## config.mk

```make
export PLATFORM = sky130hd
export DESIGN_NAME = rr_dispatcher
export DESIGN_NICKNAME = d
export VERILOG_FILES = /design/src/rtl/rr_dispatcher_pkg.sv /design/src/rtl/rr_dispatcher_next_sel.sv /design/src/rtl/rr_dispatcher.sv
export SDC_FILE = /design/constraint.sdc
export NUM_CORES = 1
export LEC_CHECK = 0
export CAP_MARGIN = 20
export CORE_ASPECT_RATIO = 1.1
export CORE_MARGIN = 10
export CORE_UTILIZATION = 36
export DETAILED_ROUTE_END_ITERATION = 16
export PLACE_DENSITY = 0.88
export SLEW_MARGIN = 15
export SYNTH_ARGS = -nofsm -noshare
export SYNTH_HDL_FRONTEND = slang
export SYNTH_SLANG_ARGS = --single-unit
```

## constraint.sdc

```tcl
create_clock -name clk -period 1.93 [get_ports clk]
set_input_delay 0.4825 -clock clk [delete_from_list [all_inputs] [get_ports clk]]
set_output_delay 0.4825 -clock clk [all_outputs]
set_load 0.005 [all_outputs]
```

## src/rtl/rr_dispatcher_pkg.sv

```systemverilog
// Shared helpers for the round-robin dispatcher and related RR blocks.
package rr_dispatcher_pkg;

  // Ceiling log2. Used to size port-index fields from the port count.
  function automatic int clog2(input int v);
    int r;
    r = 0;
    while ((1 << r) < v) r = r + 1;
    return r;
  endfunction

endpackage

```

## src/rtl/rr_dispatcher_next_sel.sv

```systemverilog
// Rotating-priority encoder: picks the first set mask bit after ptr, wrapping modulo N.
module rr_next_sel
  import rr_dispatcher_pkg::*;
#(
  parameter  int N   = 4,
  localparam int IDW = clog2(N)
) (
  input  logic [IDW-1:0] ptr,
  input  logic [N-1:0]   mask,
  output logic [IDW-1:0] sel,
  output logic           any
);

  logic [IDW-1:0] idx;

  // Scan from the farthest candidate down to ptr+1 so the nearest enabled port wins.
  always_comb begin
    sel = '0;
    any = 1'b0;
    idx = '0;
    for (int k = N; k >= 1; k--) begin
      idx = IDW'((int'(ptr) + k) % N);
      if (mask[idx]) begin
        sel = idx;
        any = 1'b1;
      end
    end
  end

endmodule

```

## src/rtl/rr_dispatcher.sv

```systemverilog
// Round-robin fan-out: one input stream spread over N outputs through a one-entry holding stage.
module rr_dispatcher
  import rr_dispatcher_pkg::*;
#(
  parameter  int N   = 4,
  parameter  int W   = 8,
  localparam int IDW = clog2(N)
) (
  input  logic           clk,
  input  logic           reset,
  input  logic           in_valid,
  output logic           in_ready,
  input  logic [W-1:0]   in_bits,
  input  logic [N-1:0]   en_mask,
  output logic [N-1:0]   out_valid,
  input  logic [N-1:0]   out_ready,
  output logic [W-1:0]   out_bits,
  output logic [IDW-1:0] out_chosen,
  output logic           idle
);

  // Handshake: a transfer happens on any edge where valid and ready are both high.
  // Valid never drops or changes payload/target until that transfer; ready may depend
  // combinationally on the far side's ready but never on valid.

  logic           full_q,   full_d;
  logic [W-1:0]   data_q,   data_d;
  logic [IDW-1:0] target_q, target_d;
  logic [IDW-1:0] ptr_q,    ptr_d;

  logic [IDW-1:0] sel;
  logic           sel_any;
  logic           fire;
  logic           load;

  rr_next_sel #(.N(N)) u_next_sel (
    .ptr  (ptr_q),
    .mask (en_mask),
    .sel  (sel),
    .any  (sel_any)
  );

  // The held item may leave and a new one enter on the same edge: no bubble.
  assign fire     = full_q & out_ready[target_q];
  assign in_ready = sel_any & (~full_q | fire);
  assign load     = in_valid & in_ready;

  always_comb begin
    full_d   = full_q;
    data_d   = data_q;
    target_d = target_q;
    ptr_d    = ptr_q;
    if (load) begin
      full_d   = 1'b1;
      data_d   = in_bits;
      target_d = sel;
      ptr_d    = sel;
    end else if (fire) begin
      full_d = 1'b0;
    end
  end

  always_ff @(posedge clk) begin
    if (reset) begin
      full_q   <= 1'b0;
      data_q   <= '0;
      target_q <= '0;
      ptr_q    <= IDW'(N - 1);
    end else begin
      full_q   <= full_d;
      data_q   <= data_d;
      target_q <= target_d;
      ptr_q    <= ptr_d;
    end
  end

  // Outputs come straight from registers, so an offer is stable until it fires.
  always_comb begin
    out_valid = '0;
    for (int i = 0; i < N; i++) begin
      out_valid[i] = full_q && (target_q == IDW'(i));
    end
  end

  assign out_bits   = data_q;
  assign out_chosen = target_q;
  assign idle       = ~full_q;

endmodule

```

==> results of run 1 <==
-- flip-flops by register name (all words and copies together) (netlist names) --
register and cells:
out_chosen 2, out_bits 8, ptr_q 2, full_q 1
-- worst max path at each step --
stage | endpoint | slack [ns] | depth (start not counted)
after floorplan | in_ready | 0.17 | 3
after global placement | in_ready | -0.63 | 5
after detailed placement | in_ready | -0.67 | 5
after CTS | in_ready | -0.09 | 4
after global routing | in_ready | -0.14 | 4
final | in_ready | -0.09 | 4
-- synth_stat cells, types with 3 or more instances --
library cell,number,area share [%]
nand2b_1,5,5.2
a21oi_1,4,3.3
nor2_1,10,6.2
nand2_1,3,1.9
dfxtp_1,13,43
mux2i_1,8,13
nor3_1,3,2.5
-- stage by stage --
step / area (µm²) / util [%] / instances / setup TNS (ns) / hold slack [ns]
5_1_grt: 1090 / 69.0 / 128 / -0.137 / 0.531
4_1_cts: 1040 / 66.0 / 125 / -0.0948 / 0.504
2_1_floorplan: 603 / - / 63 / 0 / 0.473
3_3_place_gp: 1020 / 64.5 / 121 / -6.24 / 0.473
6_report: 1090 / 69.0 / 128 / -0.0940 / 0.501
3_5_place_dp: 1020 / 64.5 / 121 / -6.71 / 0.488
-- power by group through the flow --
stage          combinational [mW]  sequential, mW  clock (mW)
2_1_floorplan              0.0749           0.312           0
3_3_place_gp                0.188           0.308           0
3_5_place_dp                0.193           0.310           0
4_1_cts                     0.188           0.306       0.167
5_1_grt                     0.224           0.309       0.180
6_report                    0.203           0.306       0.162
-- layout by cell type (no fill, tap or decap) --
master and instances:
clkdlybuf4s50_1 21, dfxtp_1 11, buf_4 11, nor2_1 10, mux2i_1 8, dlygate4sd2_1 6
nand2b_1 4, a21oi_1 4, nor3_1 3, nand2_1 3, clkbuf_4 3, clkdlybuf4s15_1 3
dfxtp_2 2, dlymetal6s2s_1 2, mux4_2 1, nand2b_4 1, or4_4 1, and2_4 1
inv_1 1, nor3b_1 1, and3_1 1, o211ai_4 1, and2b_1 1, a21boi_0 1
nor4_1 1, nor2b_1 1, o21bai_1 1, o211a_1 1, o22ai_1 1, or3_1 1
clkbuf_1 1, buf_2 1, buf_6 1, buf_12 1
-- worst max-delay path, stage by stage --
cell,delay [ns]
dlygate4sd2_1,0.24
or4_4,0.54
and2_4,0.17
buf_6,0.10
-- kinds of logic after synthesis --
group | after synthesis
AOI/OAI and AO/OA | 9
and+or+nand+nor | 29
muxes | 9
DFF | 13
buffers and inverters | 3
-- routing by layer --
metal | part of all wire [%] | routed length (µm) | track usage (%)
met5 | 0 | 0 | 0
met4 | 1.2 | 22 | 5.17
met3 | 10 | 198 | 5.89
met2 | 51 | 971 | 17.6
met1 | 37 | 714 | 10.8
-- final cells by class --
| class | instances | area, µm² | area share (%) |
|---|---|---|---|
| multi-input cells | 47 | 338 | 31.0 |
| clock buffers | 4 | 26.3 | 2.41 |
| well taps | 17 | 21.3 | 1.95 |
| repair buffers | 46 | 437 | 40.1 |
| flip-flops and latches | 13 | 263 | 24.1 |
| inverters | 1 | 3.75 | 0.345 |
-- timing repair --
action | 4_1_cts | 5_1_grt
pin swaps | 1 | 2
setup buffers | 0 | 3
setup endpoints to repair | 17 | 15
resized for setup | 23 | 4
==> metrics, run 1 <==
number of max-cap violations 0; DRC 0; Yosys reg bits 13; Die Footprint roughly 0.0037 mm²; Startpoint Class input port; Final Max Slew Viols 0; CTS Root Cell clkbuf_4; Synth Area in Compound Gates 12.0%; largest family of logic cells by synthesized area simple AND/OR/NAND/NOR gates; Hold Path Class reg -> reg; GP Congestion 0.705; Routed WL per cell ~15 µm; DR vias 628; number of synthesized flops with an enable pin 0; status complete, but fails checks; clk_lat worst skew 0.27 ns; sw power approximately 0.17 mW; adder-cell area share of the yosys netlist 0%; xor/xnor cell area share of the yosys netlist 0%; GRT Util Overall 10.9%; drt total wl 1.91 mm; crit-path max FO 2; Ports 35; CTS tree built; I/O Buffers 34; clock sink count 13; Die Y ~63 µm; FILL cells about 140; Congestion Overflow GR 0; Synth cell types 24; Final Hold Viols 0; Gate power share 30.3%; Slew HR about 70%; cell area after synthesis 603 µm²; worst slack, placed -0.668 ns; Fmax 494 MHz; CTS Buf Count 3; CTS Hold Bufs 0; Initial Util roughly two fifths; Die Width 59.0 µm; drt first pass iters 2; Int Power around 0.50 mW; syn_nets 82; unrepaired setup endpoints after global routing true; Post-Synth Simple-Gate Area about a quarter; Layout Skew 0.00131 ns; Ys Warns 0; fin crit period 2.02 ns; worst path required time 1.45 ns; final setup vio count 1; Max clock buf depth 2; reg2reg end out_bits[3]; Seq/Total Area, Yosys 43.2%; layout cell share with drive strength beyond 1 a little over a fifth; hold endpoint out_bits[0]; vias in the first global route about 700; global-route wire length before repair 3.24 mm; CP endpoint kind primary output; CP arrival 1.54 ns; failing checks negative setup slack; Net Sw Frac 25.2%; cells after synthesis 63; HP Start out_bits[0]; clock network fraction of design power around a quarter; initial drt markers 3; hold depth 2; initial antenna violation count 0; CP startpoint en_mask[1]; Worst-path clk slew 0.07 ns; worst vdd ir approximately 0.49 mV; Flop pwr share between 40% and 50%; PD cells just over 600 mW/mm²; fin crit share 105%; H-tree depth 1; Std-Cell Core Area 0.00158 mm²; DPL Wire Length 1.48 mm; Row Count 15; Lkg Pwr 0.518 nW; Async S/R FF share, synth 0%; Layout area overhead 80.5%; vias per inst slightly below 5; post-layout total power 0.670 mW; FF-to-FF path depth 6; RR Startpoint out_chosen[0]; Crit Path Category in -> out; Net count, final 131; Final ANT Viol Nets 0; Slew @ Worst Pin around 0.44 ns; largest net degree at the start of global routing 16; Most used DFF post-synth dfxtp_1; reg-to-reg slack, setup around 0.18 ns; Setup WS post-layout -0.0940 ns; Inserted Diodes 0; post-synthesis mux area share 17.0%; Avg Cell Area, Syn 9.57 µm²
(Power assumes the default switching activity.)
==> run 2: changes to the inputs <==
--- a/config.mk
+++ b/config.mk
@@ -7,7 +7,7 @@
 export LEC_CHECK = 0
 export CAP_MARGIN = 20
 export CORE_ASPECT_RATIO = 1.1
-export CORE_MARGIN = 10
+export CORE_MARGIN = 2
 export CORE_UTILIZATION = 36
 export DETAILED_ROUTE_END_ITERATION = 16
 export PLACE_DENSITY = 0.88
==> run 2 against run 1 <==
The flow still finishes with violations (negative setup slack). Via count increased by 2.4%. Fmax rose by 0.87%. First-iteration DRC count grew to 3.3 times the previous value. Largest cell class unchanged. Largest power group unchanged. Highest routed layer unchanged.
==> metrics, run 2 (synthesis gave the netlist of run 1 again) <==
status complete, but fails checks; failing checks negative setup slack; FF-to-FF path depth 6; Largest register FFs 8; worst path required time 1.45 ns; Slew HR 68.4%; vias in the first global route 633; Die Footprint 0.00202 mm²; Hold Path Class reg -> reg; CTS tree built; H-tree depth 1; Congestion Overflow GR 0; CTS Buf Count 3; Startpoint Class input port; CTS Root Cell clkbuf_4; fin crit period about 2 ns; initial antenna violation count 0; fin crit share 104%; Max clock buf depth 2; GP Congestion 0.702; most common cell after layout, fill and taps aside clkdlybuf4s50_1; unrepaired setup endpoints after global routing true; Net count, final 130; DR vias 643; number of max-cap violations 0; Crit Path Category in -> out; Lkg Pwr 0.523 nW; Layout area overhead 78.6%; crit-path max FO 2; DPL Wire Length approximately 1.1 mm; Final Hold Viols 0; CP endpoint kind primary output; vias per inst approximately 5.1; post-layout total power roughly 0.66 mW; worst slack, placed -0.654 ns; largest net degree at the start of global routing 16; layout cell share with drive strength beyond 1 around a quarter; clk_lat worst skew approximately 0.26 ns; Routed WL per cell ~12 µm; PD cells approximately 610 mW/mm²; final setup vio count 1; DRC 0; RR Startpoint out_chosen[0]; clock sink count 13; CP startpoint en_mask[0]; commonest non-fill, non-tap cells in the layout clkdlybuf4s50_1, nor2_1, dfxtp_1, buf_4, mux2i_1; Initial Util 38.3%; Inserted Diodes 0; Row Count 15; Fmax about 500 MHz; reg2reg end out_bits[2]; Ports 35; I/O Buffers 34; worst vdd ir 0.381 mV; reg-to-reg slack, setup around 0.20 ns; Slew @ Worst Pin approximately 0.47 ns; drt total wl 1.53 mm; Final Max Slew Viols 0; Setup WS post-layout -0.0764 ns; Setup crit end in_ready; drt first pass iters 4; CP arrival 1.52 ns; Final ANT Viol Nets 0; global-route wire length before repair approximately 2.3 mm; Die Width 43.0 µm; initial drt markers 10; GRT Util Overall 15.6%; Worst-path clk slew 0.07 ns; Layout Skew 0.00197 ns; Std-Cell Core Area around 0.0016 mm²; Die Y 46.9 µm
==> run 2: area by class of cell <==
| cell class | count | area [µm²] |
|---|---|---|
| inverters | 1 | 3.75 |
| fillers | 132 | 499 |
| clock buffers | 4 | 26.3 |
| well taps | 17 | 21.3 |
| multi-input cells | 47 | 338 |
| flip-flops and latches | 13 | 264 |
| repair buffers | 45 | 424 |
==> run 2: metal layers <==
layer | vias up | GRT usage (%) | routed length [µm] | part of all wire (%)
met5 | - | 0 | 0 | 0
met4 | 0 | 9.70 | 24 | 1.6
met3 | 4 | 2.69 | 88 | 5.8
met2 | 25 | 30.0 | 814 | 53
met1 | 300 | 16.0 | 598 | 39
li1 | 314 | - | - | -
==> run 2: timing repair <==
item | CTS | global route
setup endpoints to repair | 16 | 16
gates resized for setup | 26 | 6
hold buffers | 0 | 0
buffers inserted | 1 | 1
cloned | 0 | 0
pin swaps | 2 | 2
==> run 2: worst min-delay path by stage <==
stage	from	endpoint	depth (start not counted)
after floorplan	ptr_q[0]	ptr_q[0]	2
after global placement	out_bits[5]	out_bits[5]	2
after detailed placement	out_bits[3]	out_bits[3]	2
after CTS	out_bits[3]	out_bits[3]	2
after global routing	out_bits[7]	out_bits[7]	2
final	out_bits[3]	out_bits[3]	2
==> run 2: stage by stage <==
stage	cells	setup TNS [ns]	hold slack (ns)	util, %	area, µm²
global placement	121	-6.18	0.480	64.5	1020
finish	127	-0.0764	0.507	68.3	1080
CTS	126	-0.0769	0.513	66.0	1040
global route	127	-0.108	0.556	68.3	1080
detailed placement	121	-6.61	0.490	64.5	1020
floorplan	63	0	0.473	-	603
==> run 2: report_power, final <==
part	switching (mW)	internal (mW)	leakage [nW]	total, mW
clock network	0.0778	0.0798	0.0150	0.158
logic	0.0701	0.128	0.400	0.199
registers	0.0151	0.291	0.108	0.306
==> run 2: critical path, stage by stage <==
cell           delay [ns]
dlygate4sd2_1        0.24
or4_4                0.52
and2_4               0.17
buf_6                0.10
